**src/rtl/fp_mult_stream.sv**
```systemverilog
// fp_mult_stream: valid/ready streaming wrapper around the combinational
// IEEE-754 single-precision multiplier. Operand pairs queue in a DEPTH-entry
// FIFO whose head drives the multiplier; products land in a registered output
// stage with its own handshake.
// Optional feature macro: FP_MULT_STICKY_FLAGS_EN (accumulated flags with clear).
module fp_mult_stream #(
  parameter int DEPTH = 4,
  localparam int AW = $clog2(DEPTH)
) (
  input  logic          clk,
  input  logic          reset,
  input  logic          in_valid,
  output logic          in_ready,
  input  logic [31:0]   in_a,
  input  logic [31:0]   in_b,
  output logic [31:0]   mul_a,
  output logic [31:0]   mul_b,
  input  logic [31:0]   mul_result,
  input  logic [2:0]    mul_flags,
  output logic          out_valid,
  input  logic          out_ready,
  output logic [31:0]   out_result,
  output logic [2:0]    out_flags,
  output logic [AW:0]   count,
  input  logic          clear_flags,
  output logic [2:0]    sticky_flags
);

  typedef struct packed {
    logic [31:0] a;
    logic [31:0] b;
  } pair_t;

  localparam logic [AW:0] FULL = (AW+1)'(DEPTH);

  pair_t          mem_q [DEPTH];
  logic [AW-1:0]  wr_ptr_q, wr_ptr_d;
  logic [AW-1:0]  rd_ptr_q, rd_ptr_d;
  logic [AW:0]    count_q, count_d;
  logic           out_valid_q, out_valid_d;
  logic [31:0]    out_result_q, out_result_d;
  logic [2:0]     out_flags_q, out_flags_d;

  logic push, pop;
  pair_t head;

  // Handshake decode; ready and head depend on registered state only.
  assign in_ready = (count_q != FULL);
  assign push     = in_valid && in_ready;
  assign pop      = (count_q != '0) && (!out_valid_q || out_ready);
  assign head     = (count_q != '0) ? mem_q[rd_ptr_q] : '0;
  assign mul_a    = head.a;
  assign mul_b    = head.b;

  assign count      = count_q;
  assign out_valid  = out_valid_q;
  assign out_result = out_result_q;
  assign out_flags  = out_flags_q;

  // Pointer, occupancy and output-stage next state.
  always_comb begin
    wr_ptr_d     = wr_ptr_q;
    rd_ptr_d     = rd_ptr_q;
    count_d      = count_q;
    out_valid_d  = out_valid_q;
    out_result_d = out_result_q;
    out_flags_d  = out_flags_q;
    if (push) wr_ptr_d = wr_ptr_q + AW'(1);
    if (pop) begin
      rd_ptr_d     = rd_ptr_q + AW'(1);
      out_valid_d  = 1'b1;
      out_result_d = mul_result;
      out_flags_d  = mul_flags;
    end else if (out_valid_q && out_ready) begin
      out_valid_d = 1'b0;
    end
    case ({push, pop})
      2'b10:   count_d = count_q + (AW+1)'(1);
      2'b01:   count_d = count_q - (AW+1)'(1);
      default: count_d = count_q;
    endcase
  end

  // Operand storage; only the slot at wr_ptr changes on a push.
  always_ff @(posedge clk or posedge reset) begin
    if (reset) begin
      for (int i = 0; i < DEPTH; i++) mem_q[i] <= '0;
    end else if (push) begin
      mem_q[wr_ptr_q] <= '{a: in_a, b: in_b};
    end
  end

  // Control and output registers.
  always_ff @(posedge clk or posedge reset) begin
    if (reset) begin
      wr_ptr_q     <= '0;
      rd_ptr_q     <= '0;
      count_q      <= '0;
      out_valid_q  <= 1'b0;
      out_result_q <= '0;
      out_flags_q  <= '0;
    end else begin
      wr_ptr_q     <= wr_ptr_d;
      rd_ptr_q     <= rd_ptr_d;
      count_q      <= count_d;
      out_valid_q  <= out_valid_d;
      out_result_q <= out_result_d;
      out_flags_q  <= out_flags_d;
    end
  end

`ifdef FP_MULT_STICKY_FLAGS_EN
  logic [2:0] sticky_q, sticky_d;

  // Clear wins over history but never over the flags captured this edge.
  always_comb begin
    sticky_d = sticky_q;
    if (pop)              sticky_d = clear_flags ? mul_flags : (sticky_q | mul_flags);
    else if (clear_flags) sticky_d = '0;
  end

  // Sticky flag register.
  always_ff @(posedge clk or posedge reset) begin
    if (reset) sticky_q <= '0;
    else       sticky_q <= sticky_d;
  end

  assign sticky_flags = sticky_q;
`else
  logic unused_clear;
  assign unused_clear = clear_flags;
  assign sticky_flags = '0;
`endif

endmodule

```
**config.mk**
```make
export PLATFORM = sky130hd
export DESIGN_NAME = fp_mult_stream
export DESIGN_NICKNAME = d
export VERILOG_FILES = /design/src/rtl/fp_mult_stream.sv
export SDC_FILE = /design/constraint.sdc
export NUM_CORES = 1
export LEC_CHECK = 0
export BUFFER_PORTS_ARGS = -buffer_cell sky130_fd_sc_hd__buf_2
export CELL_PAD_IN_SITES_DETAIL_PLACEMENT = 2
export CELL_PAD_IN_SITES_GLOBAL_PLACEMENT = 2
export CORE_MARGIN = 4
export CORE_UTILIZATION = 46
export DETAILED_ROUTE_END_ITERATION = 6
export HOLD_SLACK_MARGIN = 0.05
export PLACE_DENSITY = 0.92
export SYNTH_ARGS = -nofsm -noshare
export SYNTH_HDL_FRONTEND = slang
export SYNTH_SLANG_ARGS = --single-unit
```
**constraint.sdc**
```tcl
create_clock -name clk -period 22.8 [get_ports clk]
set_clock_uncertainty 0.1 [all_clocks]
set_input_delay 3.42 -clock clk [delete_from_list [all_inputs] [get_ports clk]]
set_output_delay 3.42 -clock clk [all_outputs]
set_load 0.02 [all_outputs]
```
==> flow_metrics.py <==
metrics = {
    "status": {
        "status": "complete, no violations",
    },
    "cells_and_area": {
        "multiInputGateArea_sq_um": 6290,
        "regArea_sq_um": 7490,
        "fin_cells": 1426,
        "nFillCells": 2673,
        "nets": 1119,
        "drive_gt1_share_pct": 61.8,
        "syn2layout_area_growth_pct": 14.6,
    },
    "clock_network": {
        "hold_buffers": 0,
        "cts_inserted_buffers": 36,
        "cts_tree": "built",
        "path_clk_slew_ns": 0.05,
        "cts.sinks": 299,
        "h-tree-depth": 2,
        "clock_latency_ns": 0.50,
        "cts_resized": 0,
        "cts_root_buf": "clkbuf_16",
        "cts_max_path_buffers": 3,
        "post_cts.repair.setup_buffers": 0,
    },
    "timing": {
        "fmax_mhz": 150,
        "timing.final.crit_share_pct": 29.1,
        "finalSetupTns_ns": 0,
        "hold_viol": 0,
        "setup_viol": 0,
        "report.final.slew_viol_count": 0,
        "rsz0062_at_grt": "no",
        "slew_headroom_pct": 31.9,
        "period_needed_ns": 6.64,
        "worst_slew_pin_slew_ns": 1.02,
    },
    "power_and_ir_drop": {
        "power.leakage_nw": 7.63,
        "peakVddDrop_mv": 0.0704,
        "powerDensity_nw_per_um2": 180,
    },
    "place": {
        "io_buffers": 206,
        "post-dp-hpwl_um": 24300,
        "placed_cells": 1367,
        "gp_congestion": 0.695,
    },
    "floorplanning": {
        "fp.dieH_um": 185,
        "fp.dieW_um": 185,
        "core_sq_um": 30800,
        "top_level_ports": 211,
        "rows": 64,
        "initial_utilization_pct": 47.0,
        "dieArea_sq_um": 34400,
    },
    "worst_setup_path": {
        "critPathLaunch": "rd_ptr_q[0]",
        "worstReg2RegEnd": "mem_q[54]",
        "slowest_stage": "dfrtp_4",
        "required_ns": 19.28,
        "timing.rr.start": "count[2]",
        "crit_buf_inv": 2,
        "cpLargestDelayFamily": "flip-flops",
        "startpoint_type": "register",
        "crit_arrival_ns": 3.12,
        "worstSetupPathDepth": 4,
        "r2r_cells": 4,
        "critPathKind": "reg2out",
        "path_cells": "buf_4, mux4_2, nor2b_1, buf_2",
        "rrSetupSlack_ns": 19.96,
        "cp_max_fo": 37,
        "max_stage_delay_ns": 0.94,
        "endpoint_kind": "output pin",
    },
    "detailed_routing": {
        "num_vias": 7753,
        "ant_nets": 0,
        "drtIter0Drc": 307,
        "vias_per_cell": 5.44,
        "wirelength_um": 39300,
        "drc_errors": 0,
        "wl_per_cell_um": 27.6,
        "dr.pass1.iters": 4,
    },
    "hold_path": {
        "hold_path_class": "reg2reg",
        "hp-start": "out_result[0]",
        "min_to": "out_result[0]",
        "min_path_cells": 1,
    },
    "synthesis": {
        "synthTopCellsByCount": "dfrtp_1, mux2_4, nor2b_1",
        "synth_fa_ha_area_share_pct": 0.570,
        "syn_avg_cell_area_sq_um": 17.9,
        "ys_seq_area_share_pct": 51.7,
        "synth-simple-area-share_pct": 3.39,
        "async_reset_ff_share_pct": 100,
        "yosysMostFrequentCell": "dfrtp_1",
        "synth_area_leaders": "dfrtp_1, mux2_4, mux4_2",
        "yosysTopAreaCellShare_pct": 51.7,
        "yosys.area_share.xor_xnor_pct": 0.363,
        "synth_cells": 808,
        "synth-compound-area-share_pct": 0,
        "ys_types": 25,
        "ys.warnings.count": 0,
        "syn_area_sq_um": 14500,
        "synth-edff-count": 0,
        "synth_top_family_by_area": "multiplexers",
        "synth-seq-cells": 299,
        "yosysTopAreaCell": "dfrtp_1",
        "synth_flop_cell": "dfrtp_1",
        "synth_mux_area_share_pct": 39.0,
    },
    "global_route": {
        "antenna_found_initial": 6,
        "grt_pass1_vias": 9532,
        "grt.overflow.total": 0,
        "grt_max_degree": 97,
        "grt_pass1_wl_um": 60800,
        "track_usage_pct": 23.2,
    },
    "flow_run": {
        "timing.max_cap.violations": 0,
    },
}
[power breakdown]
group | total [mW] | internal (mW) | switching, mW
registers | 1.00 | 0.801 | 0.203
clock network | 0.570 | 0.349 | 0.221
logic | 1.41 | 0.764 | 0.645
[worst max-delay path by stage]
stage,end
floorplan,count[0]
global placement,mul_a[25]
detailed placement,mul_a[6]
CTS,mul_b[25]
global route,mul_b[25]
finish,mul_b[25]
[per-layer routing]
layer / GRT usage (%) / vias to the layer above / part of all wire [%]
met2: 42.3 / 216 / 53
met3: 5.32 / 66 / 5.4
met5: 0 / - / 0.084
met4: 5.90 / 6 / 2.2
met1: 27.8 / 4166 / 40
li1: - / 3299 / -
[area by class of cell]
class | instances | share of cell area, %
flip-flops and latches | 299 | 45.1
multi-input cells | 448 | 37.9
repair buffers | 218 | 6.76
clock buffers | 52 | 6.53
well taps | 396 | 2.99
clock inverters | 5 | 0.453
inverters | 6 | 0.181
diodes | 2 | 0.0302
[stage by stage]
stage,cell area [sq um],util [%],power [mW],hold slack (ns),setup WS [ns]
2_1_floorplan,14500,-,2.04,0.375,11.02
3_3_place_gp,15400,50.0,2.30,0.384,16.61
3_5_place_dp,15400,50.0,2.41,0.391,16.58
4_1_cts,16600,53.8,3.03,0.408,16.01
5_1_grt,16600,53.8,3.14,0.417,15.92
6_report,16600,53.8,2.98,0.399,16.16
[worst reg2reg max path: stages, from the launching register on]
cell and delay [ns]:
dfrtp_1 0.43, or3b_1 0.31, and3_4 0.70, buf_4 0.74, mux2_2 0.46
[registers in the layout (all words and copies together) (netlist names)]
signal,count
out_flags,3
count,3
rd_ptr_q,2
out_result,32
wr_ptr_q,2
out_valid,1
mem_q,256
[cell families after synthesis]
family        after synthesis
mux                       357
simple gates               76
flops                     299
xor+xnor                    6
fa+ha+maj                   6
buf+inv                    63
other cells                 1
[cell usage in the layout, fill, tap and decap left out, types with 4 or more instances in the layout]
cell,synthesis,layout
dfrtp_1,299,297
mux4_2,64,64
inv_1,6,5
buf_4,3,12
nor2b_1,65,64
buf_2,12,206
mux2_4,240,240
and3_4,4,4
clkbuf_1,12,5
clkbuf_16,0,37
ha_1,5,5
mux2_2,52,52
clkbuf_8,0,10
Power figures use the tool's default switching activity.
